### src/rtl/rv32_lsu_buffered_pkg.sv
// Shared types for the buffered load/store unit: memory op encoding, load FSM states
// and the store-buffer entry layout.
package rv32_types;

    typedef enum logic [3:0] {
        MEM_NOP,
        MEM_LB,
        MEM_LH,
        MEM_LW,
        MEM_LBU,
        MEM_LHU,
        MEM_SB,
        MEM_SH,
        MEM_SW
    } mem_op_t;

    typedef enum logic [1:0] {
        ST_IDLE,
        ST_LD_REQ,
        ST_LD_WAIT
    } lsu_state_t;

    // Entries always carry a 32-bit word address; the top narrows/widens to ADDR_W.
    localparam int SB_ADDR_W = 32;

    typedef struct packed {
        logic [SB_ADDR_W-1:0] addr;
        logic [3:0]           be;
        logic [31:0]          wdata;
    } sb_entry_t;

endpackage

### src/rtl/rv32_store_buffer.sv
// Posted-store FIFO. Only pointers and occupancy are reset; entry storage is plain
// flops so stale contents after reset are never visible (empty gates the head).
module rv32_store_buffer
    import rv32_types::*;
#(
    parameter int DEPTH = 4
) (
    input  logic      clk,
    input  logic      resetn,
    input  logic      push,
    input  sb_entry_t push_entry,
    input  logic      pop,
    output logic      full,
    output logic      empty,
    output sb_entry_t head
);

    localparam int PTR_W = $clog2(DEPTH);

    sb_entry_t          mem [DEPTH];
    logic [PTR_W-1:0]   wr_ptr;
    logic [PTR_W-1:0]   rd_ptr;
    logic [PTR_W:0]     count;
    logic               do_push;
    logic               do_pop;

    assign full    = (count == (PTR_W+1)'(DEPTH));
    assign empty   = (count == '0);
    assign do_push = push && !full;
    assign do_pop  = pop && !empty;
    assign head    = mem[rd_ptr];

    // DEPTH is a power of two, so the pointers wrap naturally.
    always_ff @(posedge clk or negedge resetn) begin
        if (!resetn) begin
            wr_ptr <= '0;
            rd_ptr <= '0;
            count  <= '0;
        end else begin
            if (do_push) wr_ptr <= wr_ptr + PTR_W'(1);
            if (do_pop)  rd_ptr <= rd_ptr + PTR_W'(1);
            case ({do_push, do_pop})
                2'b10:   count <= count + (PTR_W+1)'(1);
                2'b01:   count <= count - (PTR_W+1)'(1);
                default: count <= count;
            endcase
        end
    end

    always_ff @(posedge clk) begin
        if (do_push) mem[wr_ptr] <= push_entry;
    end

endmodule

### src/rtl/rv32_lsu_buffered.sv
// Memory-stage LSU: lane steering, load extension, misalignment detection, a posted
// store buffer and a single-outstanding valid/ready bus with a load response timeout.
module rv32_lsu_buffered
    import rv32_types::*;
#(
    parameter int SB_DEPTH       = 4,
    parameter int ADDR_W         = 32,
    parameter int TIMEOUT_CYCLES = 256
) (
    input  logic              clk,
    input  logic              resetn,
    input  logic [3:0]        req_op,
    input  logic [ADDR_W-1:0] req_addr,
    input  logic [31:0]       req_wdata,
    output logic              ready,
    output logic [31:0]       load_data,
    output logic              misaligned,
    output logic              bus_error,
    output logic              mem_req_valid,
    input  logic              mem_req_ready,
    output logic [ADDR_W-1:0] mem_req_addr,
    output logic              mem_req_we,
    output logic [3:0]        mem_req_be,
    output logic [31:0]       mem_req_wdata,
    input  logic              mem_rsp_valid,
    input  logic [31:0]       mem_rsp_rdata
);

    localparam int CTR_W    = (TIMEOUT_CYCLES > 2) ? $clog2(TIMEOUT_CYCLES) : 1;
    localparam int TMO_LAST = (TIMEOUT_CYCLES > 0) ? TIMEOUT_CYCLES - 1 : 0;

    mem_op_t           op;
    lsu_state_t        state, state_nx;
    logic [CTR_W-1:0]  ctr;
    logic              ctr_clr, ctr_inc;
    logic              ignore_rsp, ignore_set;
    logic              is_load, is_store, is_half, is_word, mis;
    logic [1:0]        a;
    logic [ADDR_W-1:0] waddr;
    logic [3:0]        st_be;
    logic [31:0]       st_data;
    logic [7:0]        rsp_byte;
    logic [15:0]       rsp_half;
    logic [31:0]       ld_ext;
    logic              sb_push, sb_pop, sb_full, sb_empty;
    sb_entry_t         sb_in, sb_head;

    assign op       = mem_op_t'(req_op);
    assign a        = req_addr[1:0];
    assign waddr    = {req_addr[ADDR_W-1:2], 2'b00};
    assign is_load  = op inside {MEM_LB, MEM_LH, MEM_LW, MEM_LBU, MEM_LHU};
    assign is_store = op inside {MEM_SB, MEM_SH, MEM_SW};
    assign is_half  = op inside {MEM_LH, MEM_LHU, MEM_SH};
    assign is_word  = op inside {MEM_LW, MEM_SW};
    assign mis      = (is_half && a[0]) || (is_word && (a != 2'b00));

    always_comb begin
        st_be   = 4'b1111;
        st_data = req_wdata;
        case (op)
            MEM_SB: begin
                st_be   = 4'b0001 << a;
                st_data = {4{req_wdata[7:0]}};
            end
            MEM_SH: begin
                st_be   = a[1] ? 4'b1100 : 4'b0011;
                st_data = {2{req_wdata[15:0]}};
            end
            default: ;
        endcase
    end

    assign sb_in = '{addr: SB_ADDR_W'(waddr), be: st_be, wdata: st_data};

    assign rsp_byte = mem_rsp_rdata[{a, 3'b000} +: 8];
    assign rsp_half = a[1] ? mem_rsp_rdata[31:16] : mem_rsp_rdata[15:0];

    always_comb begin
        ld_ext = mem_rsp_rdata;
        case (op)
            MEM_LB:  ld_ext = {{24{rsp_byte[7]}}, rsp_byte};
            MEM_LBU: ld_ext = {24'b0, rsp_byte};
            MEM_LH:  ld_ext = {{16{rsp_half[15]}}, rsp_half};
            MEM_LHU: ld_ext = {16'b0, rsp_half};
            default: ;
        endcase
    end

    rv32_store_buffer #(.DEPTH(SB_DEPTH)) u_sb (
        .clk        (clk),
        .resetn     (resetn),
        .push       (sb_push),
        .push_entry (sb_in),
        .pop        (sb_pop),
        .full       (sb_full),
        .empty      (sb_empty),
        .head       (sb_head)
    );

    always_ff @(posedge clk or negedge resetn) begin
        if (!resetn) begin
            state      <= ST_IDLE;
            ctr        <= '0;
            ignore_rsp <= 1'b0;
        end else begin
            state <= state_nx;
            if (ctr_clr)      ctr <= '0;
            else if (ctr_inc) ctr <= ctr + CTR_W'(1);
            // A response after a timeout belongs to the abandoned load; swallow exactly one.
            if (ignore_set)         ignore_rsp <= 1'b1;
            else if (mem_rsp_valid) ignore_rsp <= 1'b0;
        end
    end

    always_comb begin
        state_nx      = state;
        ready         = 1'b0;
        misaligned    = 1'b0;
        bus_error     = 1'b0;
        load_data     = '0;
        mem_req_valid = 1'b0;
        mem_req_addr  = '0;
        mem_req_we    = 1'b0;
        mem_req_be    = '0;
        mem_req_wdata = '0;
        sb_push       = 1'b0;
        sb_pop        = 1'b0;
        ctr_clr       = 1'b0;
        ctr_inc       = 1'b0;
        ignore_set    = 1'b0;
        case (state)
            ST_IDLE: begin
                if (!is_load && !is_store) begin
                    ready = 1'b1;
                end else if (mis) begin
                    ready      = 1'b1;
                    misaligned = 1'b1;
                end else if (is_store) begin
                    sb_push = !sb_full;
                    ready   = !sb_full;
                end else if (sb_empty) begin
                    state_nx = ST_LD_REQ;
                end
                // Drain only from IDLE so a load never overtakes an older store.
                if (!sb_empty) begin
                    mem_req_valid = 1'b1;
                    mem_req_we    = 1'b1;
                    mem_req_addr  = ADDR_W'(sb_head.addr);
                    mem_req_be    = sb_head.be;
                    mem_req_wdata = sb_head.wdata;
                    sb_pop        = mem_req_ready;
                end
            end
            ST_LD_REQ: begin
                mem_req_valid = 1'b1;
                mem_req_addr  = waddr;
                mem_req_be    = 4'b1111;
                if (mem_req_ready) begin
                    state_nx = ST_LD_WAIT;
                    ctr_clr  = 1'b1;
                end
            end
            ST_LD_WAIT: begin
                ctr_inc = 1'b1;
                if (mem_rsp_valid && !ignore_rsp) begin
                    ready     = 1'b1;
                    load_data = ld_ext;
                    state_nx  = ST_IDLE;
                end else if ((TIMEOUT_CYCLES != 0) && (ctr == CTR_W'(TMO_LAST))) begin
                    ready      = 1'b1;
                    bus_error  = 1'b1;
                    ignore_set = 1'b1;
                    state_nx   = ST_IDLE;
                end
            end
            default: state_nx = ST_IDLE;
        endcase
    end

endmodule
### config.mk
export PLATFORM = sky130hd
export DESIGN_NAME = rv32_lsu_buffered
export DESIGN_NICKNAME = d
export VERILOG_FILES = /design/src/rtl/rv32_lsu_buffered_pkg.sv /design/src/rtl/rv32_store_buffer.sv /design/src/rtl/rv32_lsu_buffered.sv
export SDC_FILE = /design/constraint.sdc
export NUM_CORES = 1
export LEC_CHECK = 0
export ABC_AREA = 1
export BUFFER_PORTS_ARGS = -buffer_cell sky130_fd_sc_hd__buf_2
export CAP_MARGIN = 10
export CORE_AREA = 8 8 215 217
export DETAILED_ROUTE_END_ITERATION = 8
export DIE_AREA = 0 0 223 225
export PLACE_DENSITY = 0.44
export SYNTH_ARGS = -nofsm -noshare
export SYNTH_HDL_FRONTEND = slang
export SYNTH_SLANG_ARGS = --single-unit
export TNS_END_PERCENT = 20
### constraint.sdc
create_clock -name clk -period 5.9 [get_ports clk]
set_input_delay 1.18 -clock clk [delete_from_list [all_inputs] [get_ports clk]]
set_output_delay 1.18 -clock clk [all_outputs]
set_load 0.02 [all_outputs]
==> results.rst, run 1 <==
.. list-table::
   :header-rows: 1

   * - Metric
     - Value
   * - Result of the run
     - finished clean
   * - Number of synthesized flops with an enable pin
     - 264
   * - Total clock buffers created by CTS
     - 30
   * - Placeable Area
     - 42700 um2
   * - Top flip-flop cell by instance count after synthesis
     - sky130_fd_sc_hd__edfxtp_1
   * - Total length of routed wires
     - 35890 um
   * - Detail-routed net length per standard cell
     - 18.69 um
   * - Compound-cell area share of the yosys netlist
     - 13.77%
   * - Post-route minimum period
     - 4680 ps
   * - Clock Latency Late Sink
     - 550 ps
   * - Vias per cell
     - 4.727
   * - Final total negative setup slack
     - 0 ps
   * - Worst Hold Class
     - reg2reg
   * - Post-CTS resize count
     - 0
   * - Die width
     - 223 um
   * - Hold bufs inserted after CTS
     - 0
   * - Overall fraction of global-route tracks in use
     - 13.88%
   * - Max Cap Violations
     - 0
   * - Worst hold margin
     - 496.2 ps
   * - Crit end category
     - output port
   * - Critical path data arrival time
     - 3500 ps
   * - Post-synthesis to final-layout area growth
     - 19.48%
   * - Synth top area cells
     - sky130_fd_sc_hd__edfxtp_1, sky130_fd_sc_hd__nor2_1, sky130_fd_sc_hd__o21ai_0, sky130_fd_sc_hd__dfrtp_1, sky130_fd_sc_hd__nand2_1
   * - Initial DRT Pass Iterations
     - 7
   * - Starting utilization of the core area
     - 29.57%
   * - Post-DP HPWL
     - 23120 um
   * - Number of standard-cell rows in the floorplan
     - 76
   * - Post-synthesis mux area share
     - 0.5551%
   * - Final-stage net count
     - 1462
   * - Post-synthesis share of cell area spent on and, or, nand and nor gates
     - 13.57%
   * - Max H-tree Level
     - 1
   * - Leakage
     - 5.823 nW
   * - Detailed Route Iter0 Violations
     - 561
   * - DRC
     - 0
   * - Port buffer count
     - 206
   * - Top cells by instance count after synthesis
     - sky130_fd_sc_hd__edfxtp_1, sky130_fd_sc_hd__nor2_1, sky130_fd_sc_hd__o21ai_0
   * - Total count of hold-check failures in the final report
     - 0
   * - Post-CTS setup-driven buffer insertion count
     - 0
   * - Register area share after synthesis
     - 66.37%
   * - RePlAce Congestion
     - 0.7628
   * - Post-CTS clock slew at the launch and capture registers of the worst setup and hold paths
     - 60 ps
   * - Number of warning messages in the yosys log
     - 0
   * - Post-route clock skew
     - 9.798 ps
   * - Total congestion overflow after global routing
     - 0
   * - Number of unique standard cell types used by synthesis
     - 37
   * - Floorplan die area
     - 50180 um2
   * - Number of antenna violations at the first check in global routing
     - 2
   * - TritonCTS clock tree
     - done
   * - Largest fanout on the critical path
     - 88
   * - Clock tree root buffer cell
     - sky130_fd_sc_hd__clkbuf_16
   * - Data required time at the worst endpoint
     - 4720 ps
   * - Wire length of the first global-routing pass
     - 55030 um
   * - Num Clock Sinks
     - 282
   * - Top-level I/O count
     - 209
   * - Max-slew violations
     - 0
   * - Proportion of synthesized flip-flops having asynchronous set or reset
     - 6.383%
   * - Chip height
     - 225 um
   * - Startpoint Class
     - flip-flop
   * - Combinational family with the most area after synthesis
     - compound AO/OA/AOI/OAI gates
   * - Number of standard cells after synthesis
     - 1167
   * - Final setup violation count
     - 0
   * - CP Class
     - reg2out
   * - Post-Synthesis Cell Area
     - 12620 um2
   * - Fillers
     - 4301
   * - Normalized max-slew margin
     - 27.65%
   * - Pin count of the biggest net entering global routing
     - 89
   * - CTS Buffer Depth
     - 3
   * - Area share of fa/ha/maj cells after synthesis
     - 0.7533%
   * - RSZ-0062 raised after global routing
     - false
   * - Area share of xor/xnor cells in the synthesized design
     - 0.2775%
   * - PwrDens
     - 494.5 nW/um2
   * - Via count
     - 9075
   * - Period utilisation layout
     - 79.31%
   * - Avg Cell Area, Syn
     - 10.82 um2
   * - Vias in the first global route
     - 9433
   * - Highest achievable clock rate
     - 0.2137 GHz
   * - ANT nets after route
     - 0
   * - Transition time of the tightest slew-check pin
     - 1084 ps
   * - Maximum VDD drop
     - 0.4034 mV
   * - Flops & latches, synth
     - 282
   * - Layout cells sized above 1
     - 21.19%
   * - Cell taking the most area after synthesis
     - sky130_fd_sc_hd__edfxtp_1
   * - Fraction of post-synthesis cell area in the top cell type by area
     - 62.80%
## placed cells by master, fill, tap and decap left out, drive strengths merged, types with 18 or more instances in the layout
cell type,instances
clkbuf,44
nand3,22
dfrtp,18
o21ai,177
nand2,123
a21oi,45
edfxtp,264
nor2,274
a22o,30
inv,69
buf,219
o22ai,36
## worst paths after layout
kind                           startpoint  slack [ps]  depth (start not counted)                to
setup / recovery           u_sb.rd_ptr[0]        1220                          6  mem_req_addr[18]
hold / removal              u_sb.count[0]         500                          1     u_sb.count[0]
setup reg to reg                 state[0]        3060                          6   u_sb.mem[3][18]
hold reg to reg             u_sb.count[0]         500                          1     u_sb.count[0]
max in group asynchronous          resetn        4990                          1    u_sb.rd_ptr[0]
min in group asynchronous          resetn         570                          1            ctr[6]
## per-layer routing
layer | track usage, % | routed length, um | vias up
met5 | 0 | 0 | -
met4 | 3.866 | 724 | 0
met3 | 3.487 | 2183 | 40
met2 | 23.79 | 17250 | 234
met1 | 17.22 | 15730 | 4339
li1 | - | - | 4462
## report_power, final
group	switching (W)	leakage, nW	internal [W]
Combinational	0.00225	2.79	0.000979
Sequential	0.000121	2.61	0.00237
Clock	0.000735	0.427	0.00100
## area by class of cell
cell class | instances | area (um2) | area share, %
well taps | 546 | 683.2 | 4.530
flip-flops and latches | 282 | 8383 | 55.58
inverters | 70 | 266.5 | 1.767
clock buffers | 44 | 824.5 | 5.467
clock inverters | 10 | 72.57 | 0.4812
repair buffers | 219 | 1161 | 7.699
diodes | 1 | 2.502 | 0.01659
multi-input cells | 748 | 3689 | 24.46
## sequential cells by signal, indices dropped and copies added, names as in the netlist
register     cells
u_sb.mem       264
ctr              8
u_sb.count       3
state            2
u_sb.rd_ptr      2
u_sb.wr_ptr      2
ignore_rsp       1
## cell families (layout without fill, tap and decap cells)
kind of cell / Yosys count / in the layout
AND/OR/NAND/NOR: 423 / 423
XOR/XNOR: 4 / 4
AO/OA/AOI/OAI: 305 / 305
other: 1 / 3
adder cells (fa/ha/maj): 7 / 7
flip-flops: 282 / 282
buffers and inverters: 138 / 343
multiplexers: 7 / 7
## per-stage QoR
step | cells | utilization [%] | area, um2 | total power (W) | setup WS [ps]
finish | 1920 | 35.32 | 15080 | 0.007458 | 1220
global route | 1919 | 35.32 | 15080 | 0.007946 | 864.9
CTS | 1918 | 35.25 | 15050 | 0.007598 | 1117
detailed placement | 1864 | 33.15 | 14150 | 0.005834 | 1669
global placement | 1864 | 33.15 | 14150 | 0.005832 | 1733
floorplan | 1168 | - | 12630 | 0.004659 | 709.1
## critical path: stages (launching register included)
cell,delay (ps)
sky130_fd_sc_hd__dfrtp_4,840
sky130_fd_sc_hd__clkinv_2,680
sky130_fd_sc_hd__buf_4,610
sky130_fd_sc_hd__o21ai_0,300
sky130_fd_sc_hd__o22ai_1,110
sky130_fd_sc_hd__a22o_1,180
sky130_fd_sc_hd__buf_2,150
Note: power is estimated with default switching activity, not from simulation.
==> inputs of run 2 (changes only) <==
ABC_AREA = 0   (was 1)
CORE_AREA = 8 8 213 215   (was 8 8 215 217)
DIE_AREA = 0 0 221 223   (was 0 0 223 225)
PLACE_DENSITY = 0.46   (was 0.44)
clock period = 3.8 ns   (was 5.9 ns; I/O delays follow)
==> results.rst, run 2 <==
.. list-table::
   :header-rows: 1

   * - Metric
     - Value
   * - Result of the run
     - finished clean
   * - Overall fraction of global-route tracks in use
     - 13.45% (-0.43 points)
   * - Number of unique standard cell types used by synthesis
     - 52 (+41%)
   * - Registers with the most flip-flops
     - u_sb.mem: 264 flops, ctr: 8 flops, u_sb.count: 3 flops
   * - Post-CTS clock slew at the launch and capture registers of the worst setup and hold paths
     - 60 ps (about the same)
   * - Hold bufs inserted after CTS
     - 0 (unchanged)
   * - Layout cells sized above 1
     - 38.93% (+18 points)
   * - Post-layout util
     - 36.17% (+0.85 points)
   * - Number of warning messages in the yosys log
     - 0 (unchanged)
   * - Max H-tree Level
     - 2 (+1)
   * - Post-synthesis to final-layout area growth
     - 23.46%
   * - Post-CTS setup-driven buffer insertion count
     - 0 (unchanged)
   * - Num Clock Sinks
     - 282 (unchanged)
   * - PwrDens
     - 727.1 nW/um2 (+47%)
   * - Wire length of the first global-routing pass
     - 50960 um (-7.4%)
   * - Number of synthesized flops with an enable pin
     - 264 (unchanged)
   * - Startpoint Class
     - flip-flop
   * - Detail-routed net length per standard cell
     - 22.11 um (+18%)
   * - Clock Latency Late Sink
     - 520 ps (-30 ps)
   * - Critical path data arrival time
     - 2550 ps (-950 ps)
   * - TritonCTS clock tree
     - done
   * - Placeable Area
     - 42320 um2 (-0.89%)
   * - Leading cell type by number of instances after synthesis
     - sky130_fd_sc_hd__edfxtp_1
   * - CTS Buffer Depth
     - 3 (unchanged)
   * - Vias in the first global route
     - 8080 (-14%)
   * - Clock power frac
     - 28.4% (+5.1 points)
   * - Register area share after synthesis
     - 67.57% (+1.2 points)
   * - Internal power
     - 0.007291 W (+68%)
   * - ANT nets after route
     - 0 (unchanged)
   * - Post-Synthesis Cell Area
     - 12400 um2 (-1.8%)
   * - Cell taking the most area after synthesis
     - sky130_fd_sc_hd__edfxtp_1
   * - Chip height
     - 223 um (-0.89%)
   * - Highest achievable clock rate
     - 0.3017 GHz
   * - Maximum VDD drop
     - 0.4305 mV (+6.7%)
   * - CP Class
     - reg2out
   * - Clock tree root buffer cell
     - sky130_fd_sc_hd__clkbuf_16
   * - Normalized max-slew margin
     - 49.92% (+22 points)
   * - Largest fanout on the critical path
     - 31 (-65%)
   * - Leading cell type in the layout, fill and taps excluded
     - sky130_fd_sc_hd__edfxtp_1
   * - RePlAce Congestion
     - 0.7989 (+4.7%)
   * - Met3 routed WL
     - 1614 um (-26%)
   * - Register with the most flip-flops
     - u_sb.mem
   * - Placement-stage worst setup slack
     - 436.4 ps (-1233 ps)
   * - Met1 layer wirelength in the final routing
     - 14890 um (-5.4%)
   * - Fraction of post-synthesis cell area in the top cell type by area
     - 63.94% (+1.1 points)
   * - Switching portion of total power
     - 34.49% (-7.2 points)
   * - NetSw
     - 0.003839 W (+23%)
   * - Avg Cell Area, Syn
     - 16.87 um2 (+56%)
   * - Fin worst setup slack
     - 485.4 ps (-735.1 ps)
   * - Number of antenna violations at the first check in global routing
     - 0 (-2)
   * - Final setup violation count
     - 0 (unchanged)
   * - Post-route minimum period
     - 3315 ps
   * - Top-level I/O count
     - 209 (unchanged)
   * - Pin count of the biggest net entering global routing
     - 41 (-54%)
   * - Worst Hold Class
     - in2async
   * - Initial DRT Pass Iterations
     - 5 (-2)
   * - Proportion of synthesized flip-flops having asynchronous set or reset
     - 6.383% (unchanged)
   * - Post-DP HPWL
     - 22110 um (-4.4%)
   * - Number of standard cells after synthesis
     - 735 (-37%)
   * - Number of inserted diodes
     - 0 (-1)
   * - Leakage
     - 5.693 nW (-2.2%)
   * - Post-route clock skew
     - 17.48 ps (+7.680 ps)
   * - Starting utilization of the core area
     - 29.30% (-0.27 points)
   * - Max FFs per register
     - 264 (unchanged)
   * - Commonest cells after routing, fill and taps aside
     - sky130_fd_sc_hd__edfxtp_1, sky130_fd_sc_hd__buf_2, sky130_fd_sc_hd__mux4_2, sky130_fd_sc_hd__nand2_1, sky130_fd_sc_hd__and3_1
   * - Uppermost routed layer
     - met4
   * - RSZ-0062 raised after global routing
     - false
   * - Total clock buffers created by CTS
     - 35 (+17%)
   * - Final-stage net count
     - 1062 (-27%)
   * - Total count of hold-check failures in the final report
     - 0 (unchanged)
   * - Power share of the combinational group
     - 36.3% (-7.0 points)
   * - Synth top area cells
     - sky130_fd_sc_hd__edfxtp_1, sky130_fd_sc_hd__mux4_2, sky130_fd_sc_hd__dfrtp_1, sky130_fd_sc_hd__a22o_1, sky130_fd_sc_hd__mux2i_1
   * - Vias per cell
     - 4.846 (+2.5%)
   * - Floorplan die area
     - 49280 um2 (-1.8%)
   * - Die width
     - 221 um (-0.90%)
   * - Max Cap Violations
     - 0 (unchanged)
   * - Transition time of the tightest slew-check pin
     - 751.3 ps (-332.4 ps)
   * - Crit end category
     - output port
   * - Via count
     - 7376 (-19%)
   * - Sequential share of power
     - 35.3% (+1.9 points)
   * - Flops & latches, synth
     - 282 (unchanged)
   * - Top flip-flop cell by instance count after synthesis
     - sky130_fd_sc_hd__edfxtp_1
   * - Max-slew violations
     - 0 (unchanged)
   * - Number of standard-cell rows in the floorplan
     - 76 (unchanged)
   * - Total length of routed wires
     - 33650 um (-6.2%)
   * - Port buffer count
     - 206 (unchanged)
   * - Top cells by instance count after synthesis
     - sky130_fd_sc_hd__edfxtp_1, sky130_fd_sc_hd__mux4_2, sky130_fd_sc_hd__nand2_1
   * - DR WL met2
     - 16580 um (-3.9%)
   * - Post-CTS resize count
     - 0 (unchanged)
   * - Detailed Route Iter0 Violations
     - 392 (-30%)
   * - DRC
     - 0 (unchanged)
   * - Period utilisation layout
     - 87.23%
   * - Total congestion overflow after global routing
     - 0 (unchanged)
   * - Launch instance of the worst register-to-register path
     - state[0]
   * - Crit. Startpoint
     - u_sb.count[0]
   * - Data required time at the worst endpoint
     - 3040 ps (-1680 ps)
==> run 2: final cells by class <==
type	instances	area, um2
fill	4072	27010
sequential	282	8386
multi-input combinational	392	3769
timing repair buffer	232	1351
clock buffer	41	898.4
tap	546	683.2
clock inverter	21	190.2
inverter	8	30.03
==> run 2: kinds of logic after synthesis <==
group                    count (synthesis)  synth area share [%]
buffers and inverters                   62                 2.210
AND/OR/NAND/NOR                        150                 6.539
adder cells (fa/ha/maj)                  7                0.7670
other                                    1               0.03025
multiplexers                           102                 15.09
XOR/XNOR                                 7                0.4945
AO/OA/AOI/OAI                          124                 7.296
flip-flops                             282                 67.57
==> run 2: final timing paths <==
path | endpoint | slack [ps] | cells past startpoint
setup / recovery | mem_req_addr[26] | 490 | 5
setup reg to reg | u_sb.mem[2][44] | 1420 | 5
hold / removal | ignore_rsp | 170 | 1
min in group clk | ignore_rsp | 460 | 2
max in group asynchronous | u_sb.rd_ptr[0] | 3270 | 1
hold reg to reg | u_sb.count[2] | 490 | 1
==> run 2: worst max-delay path, stage by stage, from the launching register on <==
cell	delay, ps
sky130_fd_sc_hd__dfrtp_1	410
sky130_fd_sc_hd__or3_1	660
sky130_fd_sc_hd__and2_1	250
sky130_fd_sc_hd__buf_4	250
sky130_fd_sc_hd__a22o_1	280
sky130_fd_sc_hd__buf_2	170
==> run 2: routing by layer <==
metal	up-vias	GRT usage (%)
met1	3768	16.95
met5	-	0
li1	3386	-
met2	185	23.03
met4	0	3.702
met3	37	3.073
==> run 2: power by group through the flow <==
stage	clock [W]	combinational [W]	sequential (W)
finish	0.00316	0.00404	0.00393
global route	0.00340	0.00438	0.00398
CTS	0.00328	0.00418	0.00395
detailed placement	0	0.00417	0.00401
global placement	0	0.00418	0.00400
floorplan	0	0.00285	0.00382
==> run 2: metrics by stage <==
stage / power, W / hold slack, ps / setup TNS [ps] / cells / cell area, um2
finish: 0.01113 / 173.7 / 0 / 1522 / 15310
floorplan: 0.006664 / 447.6 / -6030 / 736 / 12400
global placement: 0.008187 / 465.6 / 0 / 1460 / 14220
global route: 0.01176 / 171.4 / 0 / 1522 / 15310
detailed placement: 0.008186 / 481.5 / 0 / 1460 / 14220
CTS: 0.01141 / 150.6 / 0 / 1522 / 15310
